<file path="src/rtl/seg_capture.sv">
// seg_capture: decodes a multiplexed 7-segment display scan into debounced, handshaked frames (optional glyph-error reporting via SEG_CAPTURE_ERROR_EN)
module seg_capture #(
  parameter int DIGITS        = 8,
  parameter int STABLE_CYCLES = 4
) (
  input  logic                  clk_i,
  input  logic                  rst_i,
  input  logic [6:0]            segments_i,
  input  logic [DIGITS-1:0]     digit_enable_i,
  output logic [4*DIGITS-1:0]   frame_value_o,
  output logic                  frame_valid_o,
  input  logic                  frame_ready_i,
  output logic                  frame_overrun_o,
  output logic                  pattern_error_o,
  output logic [2:0]            error_digit_o
);
  localparam int SW = 7 + DIGITS;
  typedef enum logic {WAIT_STABLE, CAPTURED} state_t;
  state_t                state_q, state_d;
  logic [SW-1:0]         sample_q, sample_in;
  logic [7:0]            cnt_q, cnt_d;
  logic [DIGITS-1:0]     mask_q, mask_d;
  logic [4*DIGITS-1:0]   work_q, work_d, frame_q;
  logic                  valid_q, overrun_q;
  logic                  same, capture, full, xfer, bad;
  logic [3:0]            nib;
  logic [2:0]            idx;

  function automatic logic [4:0] decode(input logic [6:0] s);
    case (s)
      7'h40: decode = 5'h00;
      7'h79: decode = 5'h01;
      7'h24: decode = 5'h02;
      7'h30: decode = 5'h03;
      7'h19: decode = 5'h04;
      7'h12: decode = 5'h05;
      7'h02: decode = 5'h06;
      7'h78: decode = 5'h07;
      7'h00: decode = 5'h08;
      7'h10: decode = 5'h09;
      7'h08: decode = 5'h0a;
      7'h03: decode = 5'h0b;
      7'h46: decode = 5'h0c;
      7'h21: decode = 5'h0d;
      7'h06: decode = 5'h0e;
      7'h0e: decode = 5'h0f;
      7'h7f: decode = 5'h00;
      default: decode = 5'h10;
    endcase
  endfunction

  // digit index of the sample currently held (one-hot strobe)
  always_comb begin
    idx = '0;
    for (int i = 0; i < DIGITS; i++) if (sample_q[i]) idx = 3'(i);
  end

  // stability tracking, per-sample capture FSM and working-buffer update
  always_comb begin
    sample_in = {segments_i, digit_enable_i};
    same      = $onehot(digit_enable_i) && (sample_in == sample_q);
    capture   = same && (state_q == WAIT_STABLE) && (cnt_q >= 8'(STABLE_CYCLES - 1));
    cnt_d     = !same ? 8'd0 : (cnt_q >= 8'(STABLE_CYCLES)) ? cnt_q : cnt_q + 8'd1;
    state_d   = !same ? WAIT_STABLE : capture ? CAPTURED : state_q;
    {bad, nib} = decode(sample_q[SW-1:DIGITS]);
    full      = &mask_q;
    xfer      = full && (!valid_q || frame_ready_i);
    work_d    = work_q;
    mask_d    = full ? '0 : mask_q;
    if (capture) begin
      work_d[4*int'(idx) +: 4] = bad ? 4'h0 : nib;
      mask_d[idx]              = 1'b1;
    end
  end

  // state registers, frame transfer/handshake and overrun detection
  always_ff @(posedge clk_i) begin
    if (rst_i) begin
      state_q   <= WAIT_STABLE;
      sample_q  <= '0;
      cnt_q     <= '0;
      mask_q    <= '0;
      work_q    <= '0;
      frame_q   <= '0;
      valid_q   <= 1'b0;
      overrun_q <= 1'b0;
    end else begin
      state_q   <= state_d;
      sample_q  <= sample_in;
      cnt_q     <= cnt_d;
      mask_q    <= mask_d;
      work_q    <= work_d;
      frame_q   <= xfer ? work_q : frame_q;
      valid_q   <= xfer ? 1'b1 : (valid_q && !frame_ready_i);
      overrun_q <= full && !xfer;
    end
  end

  assign frame_value_o   = frame_q;
  assign frame_valid_o   = valid_q;
  assign frame_overrun_o = overrun_q;

`ifdef SEG_CAPTURE_ERROR_EN
  logic       perr_q;
  logic [2:0] edig_q;
  // glyph-error pulse and sticky digit index
  always_ff @(posedge clk_i) begin
    if (rst_i) begin
      perr_q <= 1'b0;
      edig_q <= '0;
    end else begin
      perr_q <= capture && bad;
      edig_q <= (capture && bad) ? idx : edig_q;
    end
  end
  assign pattern_error_o = perr_q;
  assign error_digit_o   = edig_q;
`else
  assign pattern_error_o = 1'b0;
  assign error_digit_o   = 3'd0;
`endif
endmodule

</file>
<file path="config.mk">
export PLATFORM = sky130hd
export DESIGN_NAME = seg_capture
export DESIGN_NICKNAME = d
export VERILOG_FILES = /design/src/rtl/seg_capture.sv
export SDC_FILE = /design/constraint.sdc
export NUM_CORES = 1
export LEC_CHECK = 0
export ABC_CLOCK_PERIOD_IN_PS = 7200
export BUFFER_PORTS_ARGS = -buffer_cell sky130_fd_sc_hd__buf_2
export CORE_UTILIZATION = 35
export DETAILED_ROUTE_END_ITERATION = 8
export PLACE_DENSITY = 0.56
export SKIP_LAST_GASP = 1
export SLEW_MARGIN = 0
export SYNTH_ARGS = -nofsm -noshare
export SYNTH_HDL_FRONTEND = slang
export SYNTH_SLANG_ARGS = --single-unit
export TNS_END_PERCENT = 10
</file>
<file path="constraint.sdc">
create_clock -name clk_i -period 7.2 [get_ports clk_i]
set_clock_uncertainty 0.15 [all_clocks]
set_input_delay 0.36 -clock clk_i [delete_from_list [all_inputs] [get_ports clk_i]]
set_output_delay 0.36 -clock clk_i [all_outputs]
set_load 0.02 [all_outputs]
</file>
# Word level (Yosys, flattened, before mapping)
# Index checks and enable logic that the tools add are counted.
[totals]
inputBits = 18
reg_bits = 98
elab_cells = 74
out_inout_bits = 38
[classes]
magnitude_cmp = 4
n_bitwise = 3
shift = 2
addsub = 9
mux = 15
n_eq_ne = 18
reduce_logical = 15
[ops]
columns = ["op", "n"]
rows = [
  ["$pmux 5 s16", 1],
  ["$eq 7x7->1 const B", 5],
  ["$neg 5->33", 1],
  ["$shift 4x33->32 const A", 1],
  ["$shiftx 4x33->32", 1],
  ["$bwmux 32", 1],
  ["$eq 7x5->1 const B", 3],
  ["$eq 7x6->1 const B", 3],
  ["$mux 3", 6],
  ["$mux 8", 2],
  ["$eq 15x15->1", 1],
  ["$eq 7x2->1 const B", 2],
  ["$eq 7x4->1 const B", 2],
  ["$add 1x1->2", 4],
  ["$add 8x1->8 const B", 1],
  ["$ge 8x2->1 const B", 1],
  ["$ge 8x3->1 const B", 1],
  ["$or 8x8->8", 1],
  ["$reduce_and 8->1", 1],
  ["$eq 7x3->1 const B", 1],
  ["$logic_and 1x1->1", 7],
  ["$logic_not 7->1", 1],
  ["$add 2x2->3", 2],
  ["$add 3x3->4", 1],
  ["10 further kinds", 16],
]

# Longest topological paths before layout
[depth]
word_depth = 13
ltp_mapped = 14
ltp_nobuf = 13

# Worst setup path after synthesis
# No wires, ideal clock.
[synth_path]
path_type = "in2reg"
start = "input port digit_enable_i[0]"
end = "register work_q[16]"
n_path_buf = 0
setup_ps = 72
t_arrival_ps = 3539
path_stages = 13
slack_ps = 3439
required_time_ps = 6978
cell_sequence = "inv_1 > fa_1 > fa_1 > fa_1 > inv_1 > ha_1 > inv_1 > fa_1 > nor3b_1 > a22o_1 > nand4_2 > nor4b_4 > mux2i_1"
[synth_between]
elab_chain_cells = 7
elab_cells_between_ends = 8
classes_between = "add/sub (3); eq/ne (2); reduce/logical (3)"
[synth_rtl]
columns = ["item", "line_no", "source"]
rows = [
  ["start: declaration", "9", "input logic [DIGITS-1:0] digit_enable_i,"],
  ["$add 1x1->2 (implied by the code)", "61", "same = $onehot(digit_enable_i) && (sample_in == sample_q);"],
  ["$add 2x2->3 (implied by the code)", "61", ""],
  ["$add 3x3->4 (implied by the code)", "61", ""],
  ["$eq 4x1->1", "61", ""],
  ["$logic_and 1x1->1 *", "61", ""],
  ["$logic_and 1x1->1 * (2 in a row)", "62", "capture = same && (state_q == WAIT_STABLE) && (cnt_q >= 8'(STABLE_CYCLES - 1));"],
  ["end signal: assignment", "92", "work_q <= work_d;"],
  ["end: declaration", "23", "logic [4*DIGITS-1:0] work_q, work_d, frame_q;"],
]
# Every way passes the cells marked *; elsewhere a longest branch is shown, timed or not.
# A chain may end at the register's enable or synchronous reset.

# Worst setup path in the final report
[layout_path]
start = "input port digit_enable_i[0]"
end = "register work_q[28]"
# The elaborated chain is that of the path after synthesis.

==> impl_results.rst <==
.. list-table::
   :header-rows: 1

   * - Metric
     - Value
   * - Die area
     - approximately 14000 um2
   * - Placed Instances
     - 698
   * - Number of inserted diodes
     - 0
   * - Num CTS Buffers
     - 9
   * - Aggregate global routing overflow
     - 0
   * - Finish-stage setup viols
     - 0
   * - Kind of end point of the critical path
     - register
   * - Distinct cell type count after synthesis
     - 58
   * - Share of synthesized flip-flops with an asynchronous set or reset
     - 0
   * - DIE HEIGHT
     - 116 um
   * - Clock sink total
     - 98
   * - Total routing usage reported by global routing
     - 0.155
   * - Post-Synthesis Mean Instance Area
     - between 9 and 10 um2
   * - Iter 0 DRT Violations
     - 190
   * - Number of instances in the synthesized netlist
     - 505
   * - Tcrit/Tclk final
     - 0.558
   * - Synthesis-to-layout area growth
     - 13.4%
   * - Register-to-Register Setup Slack
     - 3.58 ns
   * - CTS Root Cell
     - sky130_fd_sc_hd__clkbuf_16
   * - Number of pins exceeding their max-slew limit in the final report
     - 0
   * - Global-route wire length before repair
     - between 15000 and 20000 um
   * - Starting density of the core
     - 0.361
   * - Number of enable-type register cells in the synthesized netlist
     - 0
   * - Floorplan Core Area
     - 12700 um2
   * - # resized after CTS
     - 0
   * - Max-cap violation count
     - 0
   * - P per Cell Area
     - roughly 220 nW/um2
   * - Final Hold Violating Endpoints
     - 0
   * - Setup tns final
     - 0 ns
   * - Outcome
     - finished clean
   * - Leakage power
     - 2.16 nW
   * - CTS clock-pin slew for the worst setup and hold paths
     - roughly 0.070 ns
   * - Antenna-violating nets left
     - 0
   * - Count of buffers from port buffering
     - 51
   * - Maximum number of buffers from clock root to sink
     - 2
   * - Final Critical Period
     - 4.02 ns
   * - Post-CTS setup buffers
     - 0
   * - Largest net degree at the start of global routing
     - just over 90
   * - Hold buffer count at cts
     - 0
   * - DRC Markers
     - 0
   * - Data required time at the worst endpoint
     - about 7.3 ns
   * - Ports
     - 56
   * - Longest individual stage delay on the worst path
     - ~0.56 ns
   * - H-tree depth
     - 3
   * - Max_slew headroom
     - 0.290
   * - Total wirelength of the detailed-routed design
     - 9820 um
   * - Final net count
     - about 570
   * - Estimated wirelength of the detail-placed design
     - between 7000 and 8000 um
   * - Site Rows
     - 41
   * - Yosys warns
     - 0
   * - Sequential cell area in the final layout
     - between 1500 and 2000 um2
   * - List of cells traversed by the critical path
     - buf_2, inv_1, fa_1, fa_1, fa_1, inv_1, ha_1, inv_1, fa_1, nor3b_1, a22o_1, and3_1, nand4_1, mux2i_1
   * - Setup repair after global routing missed its margin
     - no
   * - Via density
     - about 5.0
   * - Die boundary width
     - approximately 120 um
   * - Worst vdd ir
     - around 88 uV
   * - Number of filler cells placed in the layout
     - roughly 1300
   * - Sequential share of the synthesized area
     - 0.429
   * - Critical setup path kind
     - primary input to register
   * - Final cell count without fillers
     - between 700 and 800
   * - Timing-limited maximum frequency
     - around 250 MHz
   * - Number of storage elements in the synthesis netlist
     - 98
   * - Count of TritonRoute iterations in the first routing pass
     - 5
   * - CP startpoint kind
     - primary input
   * - Worst-margin pin slew
     - 1.07 ns
   * - Area of combinational cells with multiple inputs
     - ~2400 um2
   * - Most frequently used flop master after synthesis
     - sky130_fd_sc_hd__dfxtp_1
   * - Antenna violations before repair
     - 0
   * - Number of global-route vias before repair
     - 3257
   * - Most prevalent standard cell on the critical path
     - sky130_fd_sc_hd__fa_1
   * - Class of the tightest hold or removal check
     - primary input to register
   * - CTS tree
     - done
   * - Ratio of cells with drive above 1 in the final layout
     - 0.150
   * - CP max-delay cell
     - sky130_fd_sc_hd__fa_1
   * - Clock latency of the later-clocked register in the worst-skew pair
     - ~0.35 ns
   * - Cell area after synthesis
     - between 4000 and 5000 um2
   * - Vias post-DR
     - 3535
   * - Worst Path Max Fanout
     - 12
   * - RD Place Congestion
     - approximately 0.79
   * - Arrival time at the worst endpoint
     - around 4.1 ns
   * - Drt wl/cell
     - roughly 14 um
==> cell usage after synthesis, drive strengths merged, types with 4 or more instances <==
cell / number / area share
nand2b: 34 / 0.046
nor2b: 10 / 0.014
mux2i: 30 / 0.066
a32o: 4 / 0.0087
inv: 22 / 0.018
nor3b: 7 / 0.013
fa: 4 / 0.017
buf: 13 / 0.022
nor4b: 4 / 0.011
a21oi: 39 / 0.043
nand3: 7 / 0.0087
nand3b: 4 / 0.0066
nor3: 6 / 0.0077
nor2: 26 / 0.021
xor2: 15 / 0.029
and3: 5 / 0.0068
o21ai: 5 / 0.0055
nand2: 79 / 0.065
nor4: 8 / 0.024
nand4: 15 / 0.026
clkbuf: 21 / 0.017
dfxtp: 98 / 0.43
and2: 6 / 0.0082
ha: 7 / 0.019
==> sequential cells by signal (all words and copies together), names as in the netlist <==
name and flops:
frame_value_o 32, mask_q 8, frame_overrun_o 1, state_q 1
work_q 32, frame_valid_o 1, sample_q 15, cnt_q 8
==> worst max-delay path, delay by kind of cell <==
kind / cells / cell delay, ns
buf+inv: 4 / 0.27
fa+ha+maj: 5 / 1.97
compound gates: 1 / 0.25
mux: 1 / 0.21
simple gates: 3 / 1.04
==> layout by cell type (no fill, tap or decap), types with 5 or more instances in the layout <==
cell type | Yosys | routed
sky130_fd_sc_hd__buf_2 | 3 | 51
sky130_fd_sc_hd__mux2i_1 | 30 | 30
sky130_fd_sc_hd__o21ai_0 | 5 | 5
sky130_fd_sc_hd__nor3_1 | 5 | 5
sky130_fd_sc_hd__and2_1 | 6 | 6
sky130_fd_sc_hd__nand4_1 | 11 | 11
sky130_fd_sc_hd__nand2_1 | 79 | 79
sky130_fd_sc_hd__nand3_1 | 6 | 6
sky130_fd_sc_hd__ha_1 | 7 | 7
sky130_fd_sc_hd__nor2b_1 | 10 | 10
sky130_fd_sc_hd__dfxtp_1 | 98 | 98
sky130_fd_sc_hd__and3_1 | 5 | 5
sky130_fd_sc_hd__nor2_1 | 26 | 26
sky130_fd_sc_hd__inv_1 | 22 | 22
sky130_fd_sc_hd__nand2b_1 | 34 | 34
sky130_fd_sc_hd__clkbuf_16 | 0 | 9
sky130_fd_sc_hd__nor3b_1 | 6 | 6
sky130_fd_sc_hd__a21oi_1 | 39 | 39
sky130_fd_sc_hd__xor2_1 | 15 | 15
==> cells by family (layout without fill, tap and decap cells) <==
kind of cell | count (synthesis) | after routing | share of synthesized area
fa+ha+maj | 11 | 11 | 0.0366
buf+inv | 56 | 89 | 0.0574
flops | 98 | 98 | 0.429
mux | 30 | 30 | 0.0656
simple gates | 225 | 225 | 0.288
xor+xnor | 17 | 17 | 0.0325
compound gates | 67 | 67 | 0.0908
other cells | 1 | 4 | 0.000819
==> where the power goes <==
part           internal (W)  switching [W]  total [W]
Clock              0.000288       0.000208   0.000497
Sequential         0.000546      0.0000107   0.000557
Combinational     0.0000375      0.0000583  0.0000959
Total              0.000872       0.000277    0.00115
==> per-layer routing <==
layer / vias to the layer above / GRT usage / wire length [um]
li1: 1783 / - / -
met5: - / 0 / 0
met1: 1672 / 0.213 / 4960
met3: 17 / 0.0394 / 412
met2: 63 / 0.230 / 4250
met4: 0 / 0.0667 / 189
==> final cells by class <==
class	count	share of cell area
tap	172	0.0415
clock inverter	3	0.00916
timing repair buffer	52	0.0506
sequential	98	0.378
multi-input combinational	354	0.455
clock buffer	12	0.0494
inverter	22	0.0159
==> through the flow <==
step | utilization | setup slack, ns | power [W] | hold slack (ns) | instance area (um2)
after global placement | 0.386 | 2.93 | 0.000662 | 0.292 | 4890
after floorplan | - | 3.44 | 0.000645 | 0.275 | 4590
after CTS | 0.410 | 3.21 | 0.00116 | 0.0855 | 5190
after detailed placement | 0.386 | 2.82 | 0.000666 | 0.296 | 4890
after global routing | 0.410 | 2.86 | 0.00120 | 0.0979 | 5190
final | 0.410 | 3.18 | 0.00115 | 0.0933 | 5190
==> final timing paths <==
path / start / end / depth (start not counted)
worst max-delay path: digit_enable_i[0] / work_q[28] / 14
worst min-delay path: segments_i[5] / sample_q[13] / 2
worst max register to register: sample_q[1] / work_q[17] / 9
worst min register to register: frame_value_o[6] / frame_value_o[6] / 2
Power figures use the tool's default switching activity.
